### src/rtl/ksa_pkg.sv
// Shared types and widths for the shared 24-bit adder block.
package ksa_pkg;

  localparam int KSA_W = 24;

  typedef struct packed {
    logic [KSA_W-1:0] a;
    logic [KSA_W-1:0] b;
    logic             cin;
  } ksa_op_t;

  typedef struct packed {
    logic [KSA_W-1:0] sum;
    logic             carry;
  } ksa_rsp_t;

endpackage

### src/rtl/ksa_top.sv
// 24-bit Kogge-Stone parallel-prefix adder with carry-in, purely combinational.
module ksa_top
  import ksa_pkg::*;
(
  input  logic [KSA_W-1:0] i_a,
  input  logic [KSA_W-1:0] i_b,
  input  logic             i_cin,
  output logic [KSA_W-1:0] o_sum,
  output logic             o_carry
);

  localparam int LV = $clog2(KSA_W);

  logic [LV:0][KSA_W-1:0] g_lv;
  logic [LV:0][KSA_W-1:0] p_lv;
  logic [KSA_W:0]         c;

  // Prefix tree: level l combines spans at distance 2**l, then carries fold in cin.
  always_comb begin
    g_lv    = '0;
    p_lv    = '0;
    c       = '0;
    g_lv[0] = i_a & i_b;
    p_lv[0] = i_a ^ i_b;
    for (int l = 0; l < LV; l++) begin
      for (int i = 0; i < KSA_W; i++) begin
        if (i >= (1 << l)) begin
          g_lv[l+1][i] = g_lv[l][i] | (p_lv[l][i] & g_lv[l][i-(1<<l)]);
          p_lv[l+1][i] = p_lv[l][i] & p_lv[l][i-(1<<l)];
        end else begin
          g_lv[l+1][i] = g_lv[l][i];
          p_lv[l+1][i] = p_lv[l][i];
        end
      end
    end
    c[0] = i_cin;
    for (int i = 0; i < KSA_W; i++) begin
      c[i+1] = g_lv[LV][i] | (p_lv[LV][i] & i_cin);
    end
    o_sum   = p_lv[0] ^ c[KSA_W-1:0];
    o_carry = c[KSA_W];
  end

endmodule

### src/rtl/rr_arb.sv
// Round-robin arbiter: grants the first valid index at or after the pointer.
module rr_arb #(
  parameter  int NREQ = 4,
  localparam int ID_W = $clog2(NREQ)
) (
  input  logic            i_clk,
  input  logic            i_rst,
  input  logic [NREQ-1:0] i_req,
  input  logic            i_adv,
  output logic [NREQ-1:0] o_grant,
  output logic [ID_W-1:0] o_grant_idx
);

  logic [ID_W-1:0] ptr_q;
  logic [ID_W-1:0] ptr_d;
  logic            found;
  int              idx;

  // Wrapped upward search from the pointer; first hit wins.
  always_comb begin
    found       = 1'b0;
    idx         = 0;
    o_grant_idx = '0;
    for (int off = 0; off < NREQ; off++) begin
      idx = int'(ptr_q) + off;
      if (idx >= NREQ) idx = idx - NREQ;
      if (!found && i_req[idx]) begin
        found       = 1'b1;
        o_grant_idx = ID_W'(idx);
      end
    end
    o_grant = found ? (NREQ'(1) << o_grant_idx) : '0;
  end

  // Pointer moves just past the winner on a handshake, wrapping at NREQ-1.
  always_comb begin
    ptr_d = ptr_q;
    if (i_adv) begin
      ptr_d = (o_grant_idx == ID_W'(NREQ-1)) ? '0 : o_grant_idx + ID_W'(1);
    end
  end

  // Pointer register.
  always_ff @(posedge i_clk) begin
    if (i_rst) ptr_q <= '0;
    else       ptr_q <= ptr_d;
  end

endmodule

### src/rtl/ksa_share_arb.sv
// Shares one Kogge-Stone adder among NREQ requesters through a two-stage
// pipeline (operand register, result register) with a tagged response.
module ksa_share_arb
  import ksa_pkg::*;
#(
  parameter  int NREQ = 4,
  localparam int ID_W = $clog2(NREQ)
) (
  input  logic                  i_clk,
  input  logic                  i_rst,
  input  logic [NREQ-1:0]       i_req_valid,
  output logic [NREQ-1:0]       o_req_ready,
  input  logic [NREQ*KSA_W-1:0] i_req_a,
  input  logic [NREQ*KSA_W-1:0] i_req_b,
  input  logic [NREQ-1:0]       i_req_cin,
  output logic                  o_rsp_valid,
  input  logic                  i_rsp_ready,
  output logic [KSA_W-1:0]      o_rsp_sum,
  output logic                  o_rsp_carry,
  output logic [ID_W-1:0]       o_rsp_id
);

  logic [NREQ-1:0] grant;
  logic [ID_W-1:0] grant_idx;
  logic            rsp_en;
  logic            op_en;
  logic            hs;
  ksa_op_t         sel_op;
  ksa_rsp_t        add_rsp;

  logic            op_v_p0_q,   op_v_p0_d;
  ksa_op_t         op_p0_q,     op_p0_d;
  logic [ID_W-1:0] op_id_p0_q,  op_id_p0_d;
  logic            rsp_v_p1_q,  rsp_v_p1_d;
  ksa_rsp_t        rsp_p1_q,    rsp_p1_d;
  logic [ID_W-1:0] rsp_id_p1_q, rsp_id_p1_d;

  rr_arb #(.NREQ(NREQ)) u_arb (
    .i_clk       (i_clk),
    .i_rst       (i_rst),
    .i_req       (i_req_valid),
    .i_adv       (hs),
    .o_grant     (grant),
    .o_grant_idx (grant_idx)
  );

  // Stall chain, gated ready and operand mux from the granted requester.
  always_comb begin
    rsp_en      = !rsp_v_p1_q || i_rsp_ready;
    op_en       = !op_v_p0_q || rsp_en;
    o_req_ready = (op_en && !i_rst) ? grant : '0;
    hs          = |(o_req_ready & i_req_valid);
    sel_op.a    = i_req_a[int'(grant_idx)*KSA_W +: KSA_W];
    sel_op.b    = i_req_b[int'(grant_idx)*KSA_W +: KSA_W];
    sel_op.cin  = i_req_cin[grant_idx];
  end

  ksa_top u_ksa (
    .i_a     (op_p0_q.a),
    .i_b     (op_p0_q.b),
    .i_cin   (op_p0_q.cin),
    .o_sum   (add_rsp.sum),
    .o_carry (add_rsp.carry)
  );

  // Next-state for both stages; each holds when its enable is low.
  always_comb begin
    op_v_p0_d   = op_v_p0_q;
    op_p0_d     = op_p0_q;
    op_id_p0_d  = op_id_p0_q;
    rsp_v_p1_d  = rsp_v_p1_q;
    rsp_p1_d    = rsp_p1_q;
    rsp_id_p1_d = rsp_id_p1_q;
    // Stage p0: accepted operands
    if (op_en) begin
      op_v_p0_d = hs;
      if (hs) begin
        op_p0_d    = sel_op;
        op_id_p0_d = grant_idx;
      end
    end
    // Stage p1: adder result awaiting the consumer
    if (rsp_en) begin
      rsp_v_p1_d = op_v_p0_q;
      if (op_v_p0_q) begin
        rsp_p1_d    = add_rsp;
        rsp_id_p1_d = op_id_p0_q;
      end
    end
  end

  // Pipeline registers; operand data needs no reset since op_v gates it.
  always_ff @(posedge i_clk) begin
    op_p0_q    <= op_p0_d;
    op_id_p0_q <= op_id_p0_d;
    if (i_rst) begin
      op_v_p0_q   <= 1'b0;
      rsp_v_p1_q  <= 1'b0;
      rsp_p1_q    <= '0;
      rsp_id_p1_q <= '0;
    end else begin
      op_v_p0_q   <= op_v_p0_d;
      rsp_v_p1_q  <= rsp_v_p1_d;
      rsp_p1_q    <= rsp_p1_d;
      rsp_id_p1_q <= rsp_id_p1_d;
    end
  end

  assign o_rsp_valid = rsp_v_p1_q;
  assign o_rsp_sum   = rsp_p1_q.sum;
  assign o_rsp_carry = rsp_p1_q.carry;
  assign o_rsp_id    = rsp_id_p1_q;

endmodule

### config.mk
export PLATFORM = sky130hd
export DESIGN_NAME = ksa_share_arb
export DESIGN_NICKNAME = d
export VERILOG_FILES = /design/src/rtl/ksa_pkg.sv /design/src/rtl/ksa_top.sv /design/src/rtl/rr_arb.sv /design/src/rtl/ksa_share_arb.sv
export SDC_FILE = /design/constraint.sdc
export NUM_CORES = 1
export LEC_CHECK = 0
export BUFFER_PORTS_ARGS = -buffer_cell sky130_fd_sc_hd__buf_2
export CORE_MARGIN = 3
export CORE_UTILIZATION = 48
export CTS_CLUSTER_SIZE = 8
export DETAILED_ROUTE_END_ITERATION = 16
export GPL_ROUTABILITY_DRIVEN = 0
export PLACE_DENSITY = 0.81
export SLEW_MARGIN = 20
export SYNTH_ARGS = -nofsm -noshare
export SYNTH_HDL_FRONTEND = slang
export SYNTH_SLANG_ARGS = --single-unit
### constraint.sdc
create_clock -name i_clk -period 4.9 [get_ports i_clk]
set_input_delay 0.735 -clock i_clk [delete_from_list [all_inputs] [get_ports i_clk]]
set_output_delay 0.735 -clock i_clk [all_outputs]
set_load 0.1 [all_outputs]
=== Word level (Yosys, flattened, before mapping) ===
Cells that the tools add are included.
W data, S select, Z words.

* Register bits: 82
* Latch bits: 0
* RAM bits: 0
* Memory bits (read-only): 0
* Input port bits: 203
* Output and inout bits: 32
* Word-level logic and storage cells: 395
* Memories kept: 0

* $add $sub $neg: 8
* Multipliers: 1
* Divide/modulo/power cells: 0
* Magnitude comparators: 9
* Equality and inequality tests: 1
* Shifts and indexed selects: 3
* Multiplexer cells: 29
* Bitwise logic cells: 319
* Reduce and logical (&&, ||, !) cells: 15

{| class="wikitable"
|+ Operators with widths
! operator !! count
|-
| $and A1 B1 Y1 || 202
|-
| $lt A32 B4 Y1 const B || 4
|-
| $mux W32 || 4
|-
| $or A1 B1 Y1 || 113
|-
| $ge A32 B4 Y1 const B || 3
|-
| $shiftx A96 B32 Y24 || 1
|-
| $shiftx A96 B8 Y24 || 1
|-
| $sub A32 B4 Y32 const B || 3
|-
| $xor A24 B24 Y24 || 2
|-
| $and A24 B24 Y24 || 1
|-
| $mux W1 || 13
|-
| $bmux W1 S2 || 5
|-
| $mux W2 || 5
|-
| $mux W4 || 2
|-
| $add A2 B2 Y3 const B || 2
|-
| $logic_not A1 Y1 || 6
|-
| $and A4 B4 Y4 || 1
|-
| $logic_and A1 B1 Y1 || 4
|-
| $mul A2 B2 Y4 const B || 1
|-
| $reduce_and A2 Y1 || 2
|-
| $reduce_or A4 Y1 || 1
|-
| $shl A1 B2 Y4 const A || 1
|-
| $sub A2 B3 Y4 const B || 1
|-
| $add A2 B1 Y3 const B || 1
|-
| other kinds (5) || 6
|}

=== Depth between registers and ports, before layout ===
Gate-level depths: netlist (run 1).

* Depth after elaboration: 21
* Gate-level depth with buffers: 12
* Mapped depth without buffers: 10

=== Modules after synthesis ===
From an unflattened synthesis (run 1), not the netlist that was laid out.

* Cells, all modules: 445
* Area total of the unflattened synthesis: 5302.6 um^2

{| class="wikitable"
|+ Modules (own cells, without submodules)
! module !! times used !! cells an instance !! area an instance (um^2) !! sequential area each (um^2)
|-
| ksa_share_arb || 1 || 250 || 3871.2 || 2112.0
|-
| ksa_top || 1 || 163 || 1173.6 || 0.0
|-
| rr_arb || 1 || 32 || 257.7 || 40.0
|}

=== Worst setup path before layout (run 1) ===
Ideal clock, no wire load.

* Path type: input-to-output
* From: in i_req_valid[0]
* To: out o_req_ready[1]
* Arrival time: 3.780 ns
* Data required time: 4.165 ns
* Slack: 0.385 ns
* Stages: 7
* Path through: nor2b_1 a21oi_1 nor2_1 a211o_1 clkbuf_1 clkbuf_1 nor3_1

* Word-level cells in the longest chain between the ends: 16
* Elaborated cells on any way between the ends: 29
* Classes of those cells: 1 x shift; 22 x mux; 6 x reduce/logical

{| class="wikitable"
|+ RTL lines
! item !! line !! text
|-
| start, declared || ksa_share_arb.sv:11 || <nowiki>input logic [NREQ-1:0] i_req_valid,</nowiki>
|-
| $bmux W1 S2 || rr_arb.sv:27 || <nowiki>if (!found && i_req[idx]) begin</nowiki>
|-
| $mux W1 (not written as such) (2 in a row) || rr_arb.sv:27 ||
|-
| $mux W1 || rr_arb.sv:27 ||
|-
| $logic_not A1 Y1 || rr_arb.sv:27 ||
|-
| $logic_and A1 B1 Y1 || rr_arb.sv:27 ||
|-
| $mux W1 || rr_arb.sv:27 ||
|-
| $logic_not A1 Y1 || rr_arb.sv:27 ||
|-
| $logic_and A1 B1 Y1 || rr_arb.sv:27 ||
|-
| $mux W1 || rr_arb.sv:27 ||
|-
| $logic_not A1 Y1 || rr_arb.sv:27 ||
|-
| $logic_and A1 B1 Y1 || rr_arb.sv:27 ||
|-
| $mux W2 || rr_arb.sv:27 ||
|-
| $shl A1 B2 Y4 || rr_arb.sv:32 || <nowiki>o_grant = found ? (NREQ'(1) << o_grant_idx) : '0;</nowiki>
|-
| $mux W4 (*) || rr_arb.sv:32 ||
|-
| $mux W4 (*) || ksa_share_arb.sv:51 || <nowiki>o_req_ready = (op_en && !i_rst) ? grant : '0;</nowiki>
|-
| end, declared || ksa_share_arb.sv:12 || <nowiki>output logic [NREQ-1:0] o_req_ready,</nowiki>
|}

Mark *: on every way between the ends. The rest lies on a longest branch, timed or not. The select of a mux whose other input is x is not followed.

=== Worst setup path in the final report (run 1) ===
Same ends and word-level chain as after synthesis.

==> results.py, run 1 <==
metrics = {
    "run_status": {
        "status": "finished clean",
    },
    "route": {
        "drc": 0,
        "wl_um": 16000,
        "wl_per_cell_um": 15.4,
        "vias_per_cell": 5.51,
        "first_pass_iters": 5,
        "ant_nets": 0,
        "via_count": 5706,
        "drt_iter0_drc": 395,
    },
    "synthesis": {
        "syn_nets": 916,
        "synth-edff-count": 51,
        "syn_area_per_cell_um2": 7.80,
        "syn_inst": 687,
        "synth_ff_type": "edfxtp_1",
        "ys_async_sr_fraction_pct": 0,
        "yosys_warnings": 0,
        "synth-seq-cells": 82,
        "synth.distinct_cells": 56,
        "yosysSeqAreaShare_pct": 40.2,
        "synth_area_mm2": 0.00536,
    },
    "placed_design": {
        "hpwl_um": 12300,
        "place_area_mm2": 0.00658,
        "io_buffers": 234,
    },
    "floorplanning": {
        "coreArea_mm2": 0.0106,
        "ioPinCount": 235,
        "die_area_mm2": 0.0125,
        "num_rows": 37,
        "initial_core_util_pct": 50.5,
        "die_y_um": 112,
        "fp.dieW_um": 112,
    },
    "power_and_ir_drop": {
        "leakage_nw": 3.27,
        "ir_drop_mv": 0.278,
        "powerDensity_mw_per_mm2": 416,
    },
    "worst_setup_path": {
        "regToRegEndpoint": "op_p0_q[36]$_DFFE_PP_",
        "crit_chain": "buf_2, nand2_1, nand2_1, a21oi_1, o22ai_2, buf_4, inv_2, buf_4, nor3_1, buf_2",
        "max_stage_delay_ns": 0.45,
        "crit_start": "i_req_valid[0]",
        "slowest_stage": "buf_2",
        "r2r_slack_ns": 1.92,
        "crit_end": "o_req_ready[1]",
        "rr_startpoint": "u_arb.ptr_q[1]$_SDFFE_PP0P_",
        "worstSetupStartpointType": "input port",
        "cp.required_ns": 4.16,
        "worst_r2r_path_depth": 9,
        "crit_fanout": 52,
        "path_class": "input port to output pin",
        "end_kind": "output pin",
        "crit_arrival_ns": 2.63,
    },
    "global_route": {
        "antenna_found_initial": 1,
        "grt_use_total_pct": 24.7,
        "grt_pass1_wl_um": 25300,
        "grt_max_degree": 99,
        "grt.overflow.total": 0,
        "grt_pass1_vias": 5179,
    },
    "clocking": {
        "post_cts_resized": 0,
        "cts.path.max_buffers": 2,
        "postCtsHoldBufs": 0,
        "clk_latency_ns": 0.35,
        "clk_pin_slew_worst_paths_ns": 0.07,
        "post_cts.repair.setup_buffers": 0,
        "cts_tree": "built",
        "cts_buffers": 9,
        "clock_sinks": 82,
        "cts_htree_levels": 3,
        "cts_root_buffer": "clkbuf_8",
    },
    "sta": {
        "tns_ns": 0,
        "grt_setup_unrepaired": "no",
        "max_slew_margin_pct": 33.5,
        "slew_viol_final": 0,
        "final-hold-violation-count": 0,
        "setup_viol": 0,
        "fin_skew_ns": 0.0139,
        "post-route-period-util_pct": 68.7,
        "fin_crit_ns": 3.37,
        "worstMarginPinSlew_ns": 0.996,
        "max_freq_ghz": 0.297,
    },
    "final_layout": {
        "fin_area_mm2": 0.00682,
        "final_cell_mix": "236 x nand2_1, 234 x buf_2, 52 x a31oi_1",
        "area_growth_syn_to_layout_pct": 27.2,
        "n_fill_cell": 906,
        "drive_gt1_share_pct": 29.0,
        "final_common_cell": "nand2_1",
        "num-nets-final": 1123,
    },
    "hold_path": {
        "hp-class": "register to register",
    },
    "flow_run": {
        "cap_viol_max_count": 0,
    },
}
synth_stat cells, drive strengths merged, types with 3 or more instances:
master	instances	area (um^2)
a211oi	3	22.5
a21oi	42	210
buf	3	13.8
nor2b	7	43.8
o21a	3	22.5
o31ai	3	22.5
edfxtp	51	1530
nor2	25	93.8
ha	25	313
nand3b	5	37.5
clkbuf	40	150
inv	18	67.6
dfxtp	31	621
o21bai	3	22.5
a31oi	52	325
xor2	3	26.3
nor3b	3	22.5
o21ai	18	93.8
nor3	9	45.0
nand4	5	31.3
nand2	236	886
and3	51	319
a21o	6	45.0
xnor2	11	96.3
critical path, delay by kind of cell:
| family | cells | cell delay (ns) |
|---|---|---|
| compound gates | 2 | 0.22 |
| simple gates | 3 | 0.35 |
| buf+inv | 5 | 1.31 |
registers in the layout (all words and copies together) (netlist names):
name / flops
op_p0_q: 49
u_arb.ptr_q: 2
o_rsp_id: 2
o_rsp_carry: 1
o_rsp_sum: 24
o_rsp_valid: 1
op_v_p0_q: 1
op_id_p0_q: 2
per-stage QoR:
step / util (%) / cells / power, mW / hold slack (ns) / worst slack (ns)
floorplan: - / 687 / 1.93 / 0.466 / 0.385
global route: 64.3 / 1036 / 3.01 / 0.473 / 1.34
finish: 64.3 / 1036 / 2.83 / 0.443 / 1.53
CTS: 64.3 / 1035 / 2.83 / 0.446 / 1.48
detailed placement: 62.1 / 1019 / 2.26 / 0.436 / 1.44
global placement: 62.1 / 1019 / 2.24 / 0.436 / 1.51
report_power, final:
part / switching (mW) / total (mW) / internal (mW) / leakage, nW
clock: 0.231 / 0.570 / 0.338 / 0.115
sequential: 0.0555 / 0.934 / 0.878 / 0.746
combinational: 0.884 / 1.33 / 0.446 / 2.41
total: 1.17 / 2.83 / 1.66 / 3.27
cells by family (layout without fill, tap and decap cells):
family	after synthesis	in the layout	share of synthesized area, %
and+or+nand+nor	352	352	29.0
AOI/OAI and AO/OA	151	151	17.8
DFF	82	82	40.2
buffers and inverters	61	273	4.32
adders and majority gates	26	26	6.21
xor gates and xnor gates	14	14	2.29
muxes	1	1	0.187
other	0	1	0
per-layer routing:
metal	global-route usage [%]	routed length [um]	vias up
li1	-	-	2831
met1	33.0	6580	2580
met2	39.8	7720	265
met3	4.62	1250	30
met4	9.49	431	0
met5	0	0	-
cell type report:
class	count	area [um^2]	area share, %
clock inverters	5	103	1.51
well taps	136	170	2.50
multi-input cells	544	2980	43.7
inverters	18	67.6	0.991
clock buffers	11	131	1.93
flip-flops and latches	82	2150	31.6
repair buffers	239	1210	17.7
diodes	1	2.50	0.0367
worst min path at each step:
stage / start / end / cells past startpoint
3_3_place_gp: o_rsp_sum[10]$_SDFFE_PP0P_ / o_rsp_sum[10]$_SDFFE_PP0P_ / 2
4_1_cts: o_rsp_sum[14]$_SDFFE_PP0P_ / o_rsp_sum[14]$_SDFFE_PP0P_ / 2
2_1_floorplan: op_v_p0_q$_SDFFE_PP0N_ / op_v_p0_q$_SDFFE_PP0N_ / 2
5_1_grt: o_rsp_sum[10]$_SDFFE_PP0P_ / o_rsp_sum[10]$_SDFFE_PP0P_ / 2
6_report: o_rsp_sum[14]$_SDFFE_PP0P_ / o_rsp_sum[14]$_SDFFE_PP0P_ / 2
3_5_place_dp: o_rsp_sum[14]$_SDFFE_PP0P_ / o_rsp_sum[14]$_SDFFE_PP0P_ / 2
(Power assumes the default switching activity.)
==> run 2: changes to the inputs <==
--- a/config.mk
+++ b/config.mk
@@ -7,11 +7,11 @@
 export LEC_CHECK = 0
 export BUFFER_PORTS_ARGS = -buffer_cell sky130_fd_sc_hd__buf_2
 export CORE_MARGIN = 3
-export CORE_UTILIZATION = 48
+export CORE_UTILIZATION = 44
 export CTS_CLUSTER_SIZE = 8
 export DETAILED_ROUTE_END_ITERATION = 16
 export GPL_ROUTABILITY_DRIVEN = 0
-export PLACE_DENSITY = 0.81
+export PLACE_DENSITY = 0.78
 export SLEW_MARGIN = 20
 export SYNTH_ARGS = -nofsm -noshare
 export SYNTH_HDL_FRONTEND = slang
==> constraint.sdc (replaced) <==
create_clock -name i_clk -period 2.8 [get_ports i_clk]
set_input_delay 0.42 -clock i_clk [delete_from_list [all_inputs] [get_ports i_clk]]
set_output_delay 0.42 -clock i_clk [all_outputs]
set_load 0.1 [all_outputs]
==> run 2 against run 1 <==
Net effect: count of clock-buffer cells in the layout shrank 1; non-clock buffer count grew 8; die area rose by 8.6%; register-to-register slack got worse by 1.7 ns; sequential cell count stayed put; first-iteration DRC count up 14%; clock skew down 0.0094 ns.
==> results.py, run 2 (synthesized netlist as in run 1, its figures left out) <==
metrics = {
    "route": {
        "first_pass_iters": 5,
        "via_count": 5771,
        "vias_per_cell": 5.50,
        "drt_iter0_drc": 451,
        "drc": 0,
        "wl_per_cell_um": 15.8,
        "ant_nets": 0,
        "wl_um": 16600,
    },
    "floorplanning": {
        "ioPinCount": 235,
        "initial_core_util_pct": 45.9,
        "fp.dieW_um": 116,
        "die_y_um": 116,
        "coreArea_mm2": 0.0117,
        "die_area_mm2": 0.0135,
        "num_rows": 39,
    },
    "clocking": {
        "cts_htree_levels": 3,
        "cts.path.max_buffers": 2,
        "clock_sinks": 82,
        "clk_latency_ns": 0.34,
        "postCtsHoldBufs": 0,
        "cts_buffers": 9,
        "cts_root_buffer": "clkbuf_16",
        "cts_tree": "built",
        "clk_pin_slew_worst_paths_ns": 0.06,
        "post_cts.repair.setup_buffers": 0,
        "post_cts_resized": 0,
    },
    "final_layout": {
        "final_common_cell": "nand2_1",
        "antenna_cells": 0,
        "drive_gt1_share_pct": 30.1,
        "fin_util_pct": 61.1,
        "final_cell_mix": "236 x nand2_1, 230 x buf_2, 52 x a31oi_1",
        "largest_register": "op_p0_q",
        "fin_area_mm2": 0.00713,
        "area_growth_syn_to_layout_pct": 33.0,
        "num-nets-final": 1131,
        "largest_reg_flops": 49,
    },
    "worst_setup_path": {
        "crit_top_cell": "buf_12",
        "slowest_stage": "dfxtp_1",
        "max_stage_delay_ns": 0.38,
        "crit_fanout": 38,
        "worst_r2r_path_depth": 8,
        "path_class": "register to output pin",
        "crit_chain": "nor2b_1, a21oi_1, nor2_1, a211o_4, inv_2, buf_12, buf_12, nor3_2, buf_12",
        "cp_num_cells": 9,
        "critPathBufInv": 4,
        "cp.required_ns": 2.38,
        "worstSetupStartpointType": "register",
        "crit_arrival_ns": 2.21,
        "crit_family": "buffers and inverters",
        "end_kind": "output pin",
    },
    "sta": {
        "max_slew_margin_pct": 61.7,
        "fin_skew_ns": 0.00456,
        "post-route-period-util_pct": 94.0,
        "setup_viol": 0,
        "final-hold-violation-count": 0,
        "slew_viol_final": 0,
        "fin_crit_ns": 2.63,
        "max_freq_ghz": 0.380,
        "worstMarginPinSlew_ns": 0.574,
        "grt_setup_unrepaired": "no",
    },
    "placed_design": {
        "hpwl_um": 13000,
        "io_buffers": 234,
        "place_area_mm2": 0.00684,
    },
    "power_and_ir_drop": {
        "powerDensity_mw_per_mm2": 732,
        "leakage_nw": 3.37,
        "ir_drop_mv": 0.366,
    },
    "hold_path": {
        "hold_depth": 4,
        "hp-class": "input port to register",
    },
    "global_route": {
        "grt.overflow.total": 0,
        "grt_max_degree": 95,
        "grt_pass1_vias": 5200,
        "antenna_found_initial": 0,
        "grt_use_total_pct": 23.9,
        "grt_pass1_wl_um": 25200,
    },
    "run_status": {
        "status": "finished clean",
    },
    "flow_run": {
        "cap_viol_max_count": 0,
    },
}
## run 2: path summary, 6_finish.rpt
check	endpoint	from	slack (ns)
setup / recovery	o_req_ready[0]	u_arb.ptr_q[0]$_SDFFE_PP0P_	0.17
hold / removal	o_rsp_valid$_SDFFE_PP0P_	i_rsp_ready	0.39
setup reg to reg	o_rsp_sum[18]$_SDFFE_PP0P_	op_p0_q[1]$_DFFE_PP_	0.19
hold reg to reg	o_rsp_sum[16]$_SDFFE_PP0P_	o_rsp_sum[16]$_SDFFE_PP0P_	0.44
## run 2: area by class of cell
class	count	area, um^2
Fill cell	1056	4540
Timing Repair Buffer	247	1420
Sequential cell	82	2150
Multi-Input combinational cell	544	3020
Clock buffer	10	229
Tap cell	143	179
Inverter	18	71.3
Clock inverter	6	57.6
## run 2: power by group
part / switching [mW] / internal (mW) / leakage [nW]
Clock: 0.448 / 0.682 / 0.135
Sequential: 0.0977 / 1.54 / 0.747
Combinational: 1.58 / 0.862 / 2.49
## run 2: per-stage QoR
stage	setup slack (ns)	instances	total power, mW	hold slack, ns	setup TNS [ns]
finish	0.169	1050	5.21	0.392	0
global route	0.0405	1050	5.53	0.431	0
CTS	0.151	1050	5.22	0.387	0
detailed placement	0.195	1034	4.07	0.443	0
global placement	0.263	1034	4.05	0.435	0
floorplan	-0.0910	687	3.39	0.466	-0.182
## run 2: tightest hold or removal path: stages
cell and delay [ns]:
buf_2 0.07, nor2b_1 0.07, nor2_1 0.09, nor2_1 0.04
## run 2: metal layers
| layer | global-route usage [%] | up-vias | wire, um |
|---|---|---|---|
| li1 | - | 2856 | - |
| met1 | 32.2 | 2640 | 7090 |
| met2 | 38.8 | 240 | 7980 |
| met3 | 3.42 | 35 | 1070 |
| met4 | 9.44 | 0 | 445 |
| met5 | 0 | - | 0 |
